**config.mk**
```make
export PLATFORM = sky130hd
export DESIGN_NAME = dmem_arbiter
export DESIGN_NICKNAME = d
export VERILOG_FILES = /design/src/rtl/dmem_arb_pkg.sv /design/src/rtl/rr_arbiter.sv /design/src/rtl/dmem_arbiter.sv
export SDC_FILE = /design/constraint.sdc
export NUM_CORES = 1
export LEC_CHECK = 0
export BUFFER_PORTS_ARGS = -buffer_cell sky130_fd_sc_hd__clkbuf_2
export CORE_ASPECT_RATIO = 0.5
export CORE_MARGIN = 10
export CORE_UTILIZATION = 53
export CTS_BUF_LIST = sky130_fd_sc_hd__clkbuf_2 sky130_fd_sc_hd__clkbuf_4 sky130_fd_sc_hd__clkbuf_8
export CTS_CLUSTER_SIZE = 12
export DETAILED_ROUTE_END_ITERATION = 16
export PLACE_DENSITY = 0.87
export RECOVER_POWER = 25
export SKIP_CTS_REPAIR_TIMING = 1
export SYNTH_ARGS = -nofsm -noshare
export SYNTH_HDL_FRONTEND = slang
export SYNTH_SLANG_ARGS = --single-unit
```
**constraint.sdc**
```tcl
create_clock -name ACLK -period 5.89 [get_ports ACLK]
set_input_delay 1.178 -clock ACLK [delete_from_list [all_inputs] [get_ports ACLK]]
set_output_delay 1.178 -clock ACLK [all_outputs]
set_load 0.02 [all_outputs]
```
**src/rtl/dmem_arb_pkg.sv**
```systemverilog
`default_nettype none
// ============================================================================
//  Module   : dmem_arb_pkg
//  Purpose  : Shared types, constants and helpers for the data-memory arbiter.
//             - state_t     : arbiter FSM state encoding
//             - WSTRB_FULL  : byte-enable pattern of a full-word store
//             - merge_bytes : per-byte merge used by read-modify-write
//  Revision : 1.0 - initial release
// ============================================================================
package dmem_arb_pkg;

    typedef enum logic [2:0] {
        IDLE     = 3'd0,
        RD       = 3'd1,
        RD_WAIT  = 3'd2,
        WR       = 3'd3,
        RMW_RD   = 3'd4,
        RMW_WAIT = 3'd5,
        RMW_WR   = 3'd6,
        RESP     = 3'd7
    } state_t;

    localparam logic [3:0] WSTRB_FULL = 4'hF;

    // Byte k of the result comes from new_word when strb[k] is set,
    // otherwise it keeps the byte already held in memory.
    function automatic logic [31:0] merge_bytes(
        input logic [31:0] old_word,
        input logic [31:0] new_word,
        input logic [3:0]  strb
    );
        logic [31:0] res;
        res = old_word;
        for (int k = 0; k < 4; k++) begin
            if (strb[k]) begin
                res[8*k +: 8] = new_word[8*k +: 8];
            end
        end
        return res;
    endfunction

endpackage
`default_nettype wire

```
**src/rtl/rr_arbiter.sv**
```systemverilog
`default_nettype none
// ============================================================================
//  Module   : rr_arbiter
//  Purpose  : Round-robin arbiter with an internal rotating priority pointer.
//  Ports    : clk, rst      - clock, synchronous active-high reset
//             req[N]        - request vector
//             advance       - a grant was taken this cycle; rotate pointer
//             grant[N]      - one-hot winner (zero when no request)
//             idx           - binary index of the winner
//  Revision : 1.0 - initial release
// ============================================================================
module rr_arbiter #(
    parameter int N = 2
) (
    input  logic                 clk,
    input  logic                 rst,
    input  logic [N-1:0]         req,
    input  logic                 advance,
    output logic [N-1:0]         grant,
    output logic [$clog2(N)-1:0] idx
);

    localparam int IW = $clog2(N);

    logic [IW-1:0] ptr_q;

    // Search upward from the pointer with wrap-around; first hit wins.
    always_comb begin
        int   j;
        logic found;
        grant = '0;
        idx   = '0;
        found = 1'b0;
        j     = 0;
        for (int k = 0; k < N; k++) begin
            j = int'(ptr_q) + k;
            if (j >= N) begin
                j = j - N;
            end
            if (!found && req[j]) begin
                found    = 1'b1;
                grant[j] = 1'b1;
                idx      = IW'(j);
            end
        end
    end

    always_ff @(posedge clk) begin
        if (rst) begin
            ptr_q <= '0;
        end else if (advance) begin
            ptr_q <= (int'(idx) == N - 1) ? '0 : idx + 1'b1;
        end
    end

endmodule
`default_nettype wire

```
**src/rtl/dmem_arbiter.sv**
```systemverilog
`default_nettype none
// ============================================================================
//  Module   : dmem_arbiter
//  Purpose  : Shares one word-addressed DataMemory between NREQ requesters.
//             Round-robin grant, byte-to-word address conversion with range
//             check, read-modify-write for partial stores, one response
//             pulse per accepted request.
//  Ports    : ACLK, ARESET          - clock, synchronous active-high reset
//             REQ_VALID/READY       - per-requester request handshake
//             REQ_WE/ADDR/WSTRB/WDATA - per-requester request payload
//             RSP_VALID/RDATA/ERR   - one-cycle response to the owner
//             MEM_RDSTB/WRSTB/ADDR/WDATA/RDATA - DataMemory interface
//  Revision : 1.0 - initial release
// ============================================================================
module dmem_arbiter
    import dmem_arb_pkg::*;
#(
    parameter int          NREQ        = 2,
    parameter int          DMSIZE      = 1024,
    parameter logic [31:0] BASEADDRESS = 32'h0000_0000
) (
    input  logic                        ACLK,
    input  logic                        ARESET,
    input  logic [NREQ-1:0]             REQ_VALID,
    output logic [NREQ-1:0]             REQ_READY,
    input  logic [NREQ-1:0]             REQ_WE,
    input  logic [NREQ-1:0][31:0]       REQ_ADDR,
    input  logic [NREQ-1:0][3:0]        REQ_WSTRB,
    input  logic [NREQ-1:0][31:0]       REQ_WDATA,
    output logic [NREQ-1:0]             RSP_VALID,
    output logic [31:0]                 RSP_RDATA,
    output logic                        RSP_ERR,
    output logic                        MEM_RDSTB,
    output logic                        MEM_WRSTB,
    output logic [31:0]                 MEM_ADDR,
    output logic [31:0]                 MEM_WDATA,
    input  logic [31:0]                 MEM_RDATA
);

    localparam int IW = $clog2(NREQ);

    state_t        state_q,     state_d;
    logic [IW-1:0] owner_q,     owner_d;
    logic [3:0]    strb_q,      strb_d;
    logic [31:0]   wdata_q,     wdata_d;
    logic [31:0]   mem_addr_q,  mem_addr_d;
    logic [31:0]   mem_wdata_q, mem_wdata_d;
    logic [31:0]   rsp_rdata_q, rsp_rdata_d;
    logic          rsp_err_q,   rsp_err_d;

    logic [NREQ-1:0] w_grant;
    logic [IW-1:0]   w_idx;
    logic            w_accept;
    logic [31:0]     w_word_addr;
    logic            w_legal;
    logic [3:0]      w_strb;

    // Acceptance only in IDLE; reset masks READY so no handshake is
    // reported for a cycle that the reset is about to discard.
    assign w_accept = (state_q == IDLE) && (|REQ_VALID) && !ARESET;

    rr_arbiter #(
        .N (NREQ)
    ) u_rr (
        .clk     (ACLK),
        .rst     (ARESET),
        .req     (REQ_VALID),
        .advance (w_accept),
        .grant   (w_grant),
        .idx     (w_idx)
    );

    assign REQ_READY   = w_accept ? w_grant : '0;
    assign w_word_addr = REQ_ADDR[w_idx] >> 2;
    assign w_strb      = REQ_WSTRB[w_idx];

    // 33-bit compare so BASEADDRESS+DMSIZE cannot wrap.
    assign w_legal = ({1'b0, w_word_addr} >= {1'b0, BASEADDRESS}) &&
                     ({1'b0, w_word_addr} <  ({1'b0, BASEADDRESS} + 33'(DMSIZE)));

    always_comb begin
        state_d     = state_q;
        owner_d     = owner_q;
        strb_d      = strb_q;
        wdata_d     = wdata_q;
        mem_addr_d  = mem_addr_q;
        mem_wdata_d = mem_wdata_q;
        rsp_rdata_d = rsp_rdata_q;
        rsp_err_d   = rsp_err_q;

        case (state_q)
            IDLE: begin
                if (w_accept) begin
                    owner_d     = w_idx;
                    strb_d      = w_strb;
                    wdata_d     = REQ_WDATA[w_idx];
                    rsp_rdata_d = '0;
                    rsp_err_d   = 1'b0;
                    if (!w_legal) begin
                        rsp_err_d = 1'b1;
                        state_d   = RESP;
                    end else if (!REQ_WE[w_idx]) begin
                        mem_addr_d = w_word_addr;
                        state_d    = RD;
                    end else if (w_strb == WSTRB_FULL) begin
                        mem_addr_d  = w_word_addr;
                        mem_wdata_d = REQ_WDATA[w_idx];
                        state_d     = WR;
                    end else if (w_strb == 4'h0) begin
                        state_d = RESP;
                    end else begin
                        mem_addr_d = w_word_addr;
                        state_d    = RMW_RD;
                    end
                end
            end
            RD:       state_d = RD_WAIT;
            RD_WAIT: begin
                rsp_rdata_d = MEM_RDATA;
                state_d     = RESP;
            end
            WR:       state_d = RESP;
            RMW_RD:   state_d = RMW_WAIT;
            RMW_WAIT: begin
                mem_wdata_d = merge_bytes(MEM_RDATA, wdata_q, strb_q);
                state_d     = RMW_WR;
            end
            RMW_WR:   state_d = RESP;
            RESP:     state_d = IDLE;
            default:  state_d = IDLE;
        endcase
    end

    always_ff @(posedge ACLK) begin
        if (ARESET) begin
            state_q     <= IDLE;
            owner_q     <= '0;
            strb_q      <= '0;
            wdata_q     <= '0;
            mem_addr_q  <= '0;
            mem_wdata_q <= '0;
            rsp_rdata_q <= '0;
            rsp_err_q   <= 1'b0;
        end else begin
            state_q     <= state_d;
            owner_q     <= owner_d;
            strb_q      <= strb_d;
            wdata_q     <= wdata_d;
            mem_addr_q  <= mem_addr_d;
            mem_wdata_q <= mem_wdata_d;
            rsp_rdata_q <= rsp_rdata_d;
            rsp_err_q   <= rsp_err_d;
        end
    end

    // Strobes and response are pure decodes of the state register; the
    // read and write state sets are disjoint so the strobes never overlap.
    assign MEM_RDSTB = (state_q == RD) || (state_q == RMW_RD);
    assign MEM_WRSTB = (state_q == WR) || (state_q == RMW_WR);
    assign MEM_ADDR  = mem_addr_q;
    assign MEM_WDATA = mem_wdata_q;
    assign RSP_RDATA = rsp_rdata_q;
    assign RSP_ERR   = rsp_err_q;

    always_comb begin
        RSP_VALID = '0;
        if (state_q == RESP) begin
            RSP_VALID[owner_q] = 1'b1;
        end
    end

endmodule
`default_nettype wire

```
==> impl_results.md, run 1 <==
- Status: complete, no violations
- CTS tree: yes
- ANT nets after route: 0
- Diodes inserted: 0
- Req. time, crit path: 4.71 ns
- Final Max Tran Viols: 0
- Critical path arrival: 2.87 ns
- Min cycle time layout: 4.05 ns
- Final hold viol count: 0
- Worst setup EP type: output pin
- Vias per cell: 5.54
- P&R area growth vs syn: 26.0%
- Met1 usage: 0.260
- Worst VDD drop: 235 uV
- Worst hold start: MEM_WDATA[23]$_SDFFE_PP0P_
- Period utilization: 0.688
- Pre-CTS setup slack: 1.83 ns
- GRT overflow: 0
- Crit-path max FO: 52
- Nets: 1119
- Seq pwr share: 0.407
- Sw Ratio: 0.408
- Initial core utilization: 0.539
- Full die area: 0.0170 mm2
- Hold crit path type: flip-flop to flip-flop
- Power Density: 398 mW/mm2
- Synth unique cells: 49
- Top Usage Layer GRT: met2
- First-pass GRT wire length: 32200 um
- Vias in the first global route: 6283
- Post-Route WL: 20300 um
- Internal: 1.88 mW
- DP Wirelength: 14700 um
- WL/cell: 18.0 um
- Static Leak: 3.62 nW
- All-Layer GR Usage: 0.227
- Ys Warns: 0
- Main synth FF type: dfxtp_1
- DR pass1 iterations: 5
- Startpoint types: primary input
- Overall power: 3.18 mW
- IO Port Bufs: 270
- Die W: 175 um
- Final WS setup: 1.84 ns
- Number of setup violations in the final report: 0
- RR Startpoint: u_rr.ptr_q$_SDFFE_PP0P_
- Clock power share: 0.242
- Syn Inst Count: 715
- Ports: 277
- Net Switching: 1.30 mW
- Met3 Usage GRT: 0.0756
- Filler cell count: 990
- Die Span Y: 97.3 um
- Inserted Clock Buffers: 17
- Fin Setup TNS: 0 ns
- Combinational fraction of design power: 0.351
- Sink Count: 136
- Ys async rst share: 0
- Worst-Margin Slew: 1.17 ns
- Root buffer cell: clkbuf_8
- H-tree levels: 4
- Critical path origin: REQ_VALID[0]
- Iter 0 DRT Violations: 478
- Hold Slack: 0.461 ns
- Rel. slew slack: 0.218
- Placer Congestion: 0.874
- Max frequency: 247 MHz
- Sequential area share after synthesis: 0.430
- Deepest clock path buffer count: 2
- CORE AREA: 0.0117 mm2
- Num rows: 28
- Met2 usage: 0.397
- Initial antenna violation count: 0
- DRC: 0
- Final Skew: 0.0138 ns
- Vias: 6226
- Largest net degree at the start of global routing: 78
- Clock slew at reported path FFs: 0.08 ns
- Syn avg cell area: 8.85 um2
- Layout cell share with drive strength beyond 1: 0.272
- Max-cap violations: 0
- Mapped Area: 0.00633 mm2
- RSZ-0062 raised after global routing: false
- Clk Latency, worst-skew pair: 0.42 ns
- FF+latch count, synth: 136
- WS Path Type: primary input to output pin
- Post-synth EDFFs: 0
layer usage:
metal	part of all wire	vias up
met3	0.094	25
met4	0.017	0
met5	0	-
li1	-	3059
met2	0.50	267
met1	0.39	2875
area by class of cell:
| type | count | area [um2] | share of cell area |
|---|---|---|---|
| timing repair buffer | 279 | 1350 | 0.169 |
| clock inverter | 13 | 136 | 0.0171 |
| multi-input combinational | 507 | 3290 | 0.412 |
| tap | 165 | 206 | 0.0259 |
| clock buffer | 19 | 262 | 0.0328 |
| inverter | 4 | 15.0 | 0.00188 |
| sequential | 136 | 2720 | 0.341 |
through the flow:
stage / cell area [um2] / instances / util
detailed placement: 7650 / 1091 / 0.652
CTS: 8050 / 1123 / 0.686
floorplan: 6330 / 716 / -
global route: 7980 / 1123 / 0.680
finish: 7980 / 1123 / 0.680
global placement: 7650 / 1091 / 0.652
cell usage after synthesis (all sizes together), types with 14 or more instances:
master / n / area [um2]
nor2: 48 / 196
nand3: 47 / 235
nand2: 83 / 312
dfxtp: 136 / 2720
nor2b: 33 / 206
and2: 22 / 138
a311oi: 14 / 123
buf: 24 / 155
mux2i: 65 / 651
a211o: 32 / 280
clkbuf: 45 / 169
a211oi: 64 / 480
a21oi: 36 / 180
path summary, 6_finish.rpt:
kind                           endpoint  slack (ns)  depth (start not counted)
max                        REQ_READY[1]        1.84                          6
min          MEM_WDATA[23]$_SDFFE_PP0P_        0.46                          2
max reg2reg  MEM_WDATA[19]$_SDFFE_PP0P_        2.97                          6
min reg2reg  MEM_WDATA[23]$_SDFFE_PP0P_        0.46                          2
cells by family after synthesis:
group                     synth area share
other                             0.000592
xor gates and xnor gates           0.00277
and+or+nand+nor                      0.203
AOI/OAI and AO/OA                    0.208
muxes                                0.103
DFF                                  0.430
buffers and inverters               0.0536
cell usage in the layout (no fill, tap or decap), drive strengths merged, types with 2 or more instances in the layout:
| cell | count |
|---|---|
| nor2b | 33 |
| nor4 | 12 |
| or4 | 2 |
| a211oi | 64 |
| nand2b | 3 |
| clkinv | 7 |
| nand2 | 83 |
| o31ai | 2 |
| or2 | 2 |
| a211o | 32 |
| a311oi | 14 |
| o31a | 2 |
| mux2i | 65 |
| and3 | 2 |
| nor3 | 3 |
| nand4 | 2 |
| a31oi | 12 |
| inv | 8 |
| clkbuf | 288 |
| buf | 10 |
| o21ai | 2 |
| conb | 2 |
| a221oi | 2 |
| a21oi | 36 |
| dfxtp | 136 |
| nand3 | 47 |
| nor2 | 48 |
| o211ai | 2 |
| and2 | 22 |
| and4 | 2 |
critical path, stage by stage:
cell and delay (ns):
clkbuf_2 0.10, nand2b_1 0.41, nand2_2 0.27, buf_4 0.65, nor2_1 0.08, clkbuf_2 0.18
registers in the layout, indices dropped and copies added, names as in the netlist:
register	flops
wdata_q	32
MEM_ADDR	30
RSP_ERR	1
state_q	3
owner_q	1
u_rr.ptr_q	1
RSP_RDATA	32
strb_q	4
MEM_WDATA	32
power groups by stage:
| stage | sequential [mW] | combinational, mW | clock (mW) |
|---|---|---|---|
| after detailed placement | 1.31 | 1.12 | 0 |
| after global routing | 1.32 | 1.23 | 0.822 |
| after global placement | 1.30 | 1.09 | 0 |
| final | 1.29 | 1.12 | 0.768 |
| after floorplan | 1.32 | 0.789 | 0 |
| after CTS | 1.29 | 1.13 | 0.778 |
(Power assumes the default switching activity.)
==> run 2, diff against run 1 <==
--- a/config.mk
+++ b/config.mk
@@ -5,14 +5,15 @@
 export SDC_FILE = /design/constraint.sdc
 export NUM_CORES = 1
 export LEC_CHECK = 0
+export ABC_AREA = 1
 export BUFFER_PORTS_ARGS = -buffer_cell sky130_fd_sc_hd__clkbuf_2
 export CORE_ASPECT_RATIO = 0.5
 export CORE_MARGIN = 10
-export CORE_UTILIZATION = 53
+export CORE_UTILIZATION = 45
 export CTS_BUF_LIST = sky130_fd_sc_hd__clkbuf_2 sky130_fd_sc_hd__clkbuf_4 sky130_fd_sc_hd__clkbuf_8
 export CTS_CLUSTER_SIZE = 12
 export DETAILED_ROUTE_END_ITERATION = 16
-export PLACE_DENSITY = 0.87
+export PLACE_DENSITY = 0.78
 export RECOVER_POWER = 25
 export SKIP_CTS_REPAIR_TIMING = 1
 export SYNTH_ARGS = -nofsm -noshare
==> constraint.sdc (replaced) <==
create_clock -name ACLK -period 3.5 [get_ports ACLK]
set_input_delay 0.7 -clock ACLK [delete_from_list [all_inputs] [get_ports ACLK]]
set_output_delay 0.7 -clock ACLK [all_outputs]
set_load 0.02 [all_outputs]
==> run 2 against run 1 <==
Against the previous run: clock skew grew 0.00071 ns; sequential power up 56%; setup slack got worse by 1.3 ns; critical path type is now flip-flop to output pin; largest cell class unchanged.
==> impl_results.md, run 2 <==
- Final hold viol count: 0
- Synth top area share: 0.411
- Min cycle time layout: 2.94 ns
- Worst setup EP type: output pin
- Full die area: 0.0203 mm2
- Synth unique cells: 30
- H-tree levels: 4
- Inserted Clock Buffers: 17
- Vias: 7170
- DRC: 0
- Final Max Tran Viols: 0
- Overall power: 4.95 mW
- WL/cell: 15.3 um
- Hold depth: 2
- Nets: 1393
- Synth area leader: dfxtp_1
- Iter 0 DRT Violations: 422
- Fin Setup TNS: 0 ns
- Static Leak: 4.07 nW
- Initial core utilization: 0.459
- Most common cell in the netlist: nand2_1
- Worst-Margin Slew: 1.18 ns
- Max-cap violations: 0
- Syn Inst Count: 988
- First-pass GRT wire length: 34500 um
- Pre-CTS setup slack: 0.368 ns
- Mapped Area: 0.00663 mm2
- RSZ-0062 raised after global routing: false
- Ports: 277
- Filler cell count: 1464
- Clk Latency, worst-skew pair: 0.43 ns
- Main synth FF type: dfxtp_1
- Req. time, crit path: 2.80 ns
- IO Port Bufs: 270
- Commonest non-fill, non-tap cell in the layout: nand2_1
- Initial antenna violation count: 0
- Placer Congestion: 0.834
- Ys Warns: 0
- All-Layer GR Usage: 0.207
- Vias per cell: 5.01
- Reg2reg path depth: 12
- Power Density: 596 mW/mm2
- Die W: 192 um
- Max frequency: 340 MHz
- Final core utilization: 0.576
- Vias in the first global route: 7093
- Die Span Y: 106 um
- DR pass1 iterations: 6
- Final Skew: 0.0145 ns
- Synth top area cells: dfxtp_1 (41%), nand2_1 (17%), nand3_1 (7.1%), nor2_1 (6.3%), inv_1 (4.7%)
- Post-Route WL: 21900 um
- Rel. slew slack: 0.212
- Syn avg cell area: 6.71 um2
- GRT overflow: 0
- Clock slew at reported path FFs: 0.08 ns
- Period utilization: 0.840
- Hold Slack: 0.442 ns
- CTS tree: yes
- DP Wirelength: 16500 um
- Largest net degree at the start of global routing: 59
- Deepest clock path buffer count: 2
- Diodes inserted: 0
- Number of setup violations in the final report: 0
- Layout cell share with drive strength beyond 1: 0.221
- Sequential area share after synthesis: 0.411
- Crit-path max FO: 15
- Startpoint types: flip-flop
- Num rows: 31
- Commonest cells in the netlist: nand2_1 (297), dfxtp_1 (136), nor2_1 (111)
- Root buffer cell: clkbuf_8
- Critical path arrival: 2.24 ns
- WS Path Type: flip-flop to output pin
- Status: complete, no violations
- Worst VDD drop: 309 uV
- Cell total after placement: 1398
- Sink Count: 136
- P&R area growth vs syn: 25.4%
- ANT nets after route: 0
- Final instance area: 0.00831 mm2
- Post-placement cell area: 0.00799 mm2
- Ys async rst share: 0
- FF+latch count, synth: 136
- Post-synth EDFFs: 0
- Hold crit path type: flip-flop to flip-flop
- CORE AREA: 0.0144 mm2
- Final WS setup: 0.562 ns
- Most frequent cells in the layout: nand2_1 (297), clkbuf_2 (211), dfxtp_1 (136)
- Fin cells: 1430
==> run 2: critical path: stages (launching register included) <==
cell and delay (ns):
dfxtp_1 0.33, nor2_1 0.21, inv_1 0.11, nor2_2 0.22
o21ai_1 0.17, nor2_4 0.34, inv_2 0.14, nor2_1 0.11
clkbuf_2 0.18
==> run 2: worst paths after layout <==
path	slack, ns	to	startpoint
worst max-delay path	0.56	REQ_READY[1]	state_q[0]$_SDFFE_PP0P_
worst min-delay path	0.44	MEM_ADDR[18]$_SDFFE_PP0P_	MEM_ADDR[18]$_SDFFE_PP0P_
worst max register to register	0.63	MEM_WDATA[23]$_SDFFE_PP0P_	state_q[0]$_SDFFE_PP0P_
worst min register to register	0.44	MEM_ADDR[18]$_SDFFE_PP0P_	MEM_ADDR[18]$_SDFFE_PP0P_
==> run 2: report_power, final <==
| group | internal, mW | leakage (nW) | total, mW | switching [mW] |
|---|---|---|---|---|
| Combinational | 0.505 | 2.79 | 1.65 | 1.15 |
| Clock | 0.645 | 0.182 | 1.29 | 0.649 |
| Sequential | 1.81 | 1.11 | 2.01 | 0.192 |
==> run 2: area by class of cell <==
type | count | area, um2 | area share
tap | 198 | 248 | 0.0298
clock buffer | 18 | 241 | 0.0291
multi-input combinational | 695 | 3230 | 0.389
inverter | 85 | 319 | 0.0384
clock inverter | 14 | 150 | 0.0181
timing repair buffer | 284 | 1400 | 0.168
sequential | 136 | 2720 | 0.328
==> run 2: logic make-up after synthesis <==
| family | count (synthesis) | share of synthesized area |
|---|---|---|
| AND/OR/NAND/NOR | 523 | 0.326 |
| buffers and inverters | 158 | 0.103 |
| AO/OA/AOI/OAI | 150 | 0.129 |
| flip-flops | 136 | 0.411 |
| multiplexers | 20 | 0.0302 |
| other | 1 | 0.000566 |
==> run 2: metal layers <==
metal  track usage  share of wire  up-vias
li1              -              -     3620
met1         0.232           0.39     3270
met2         0.366           0.50      245
met3        0.0553          0.078       35
met4        0.0887          0.025        0
met5             0              0        -
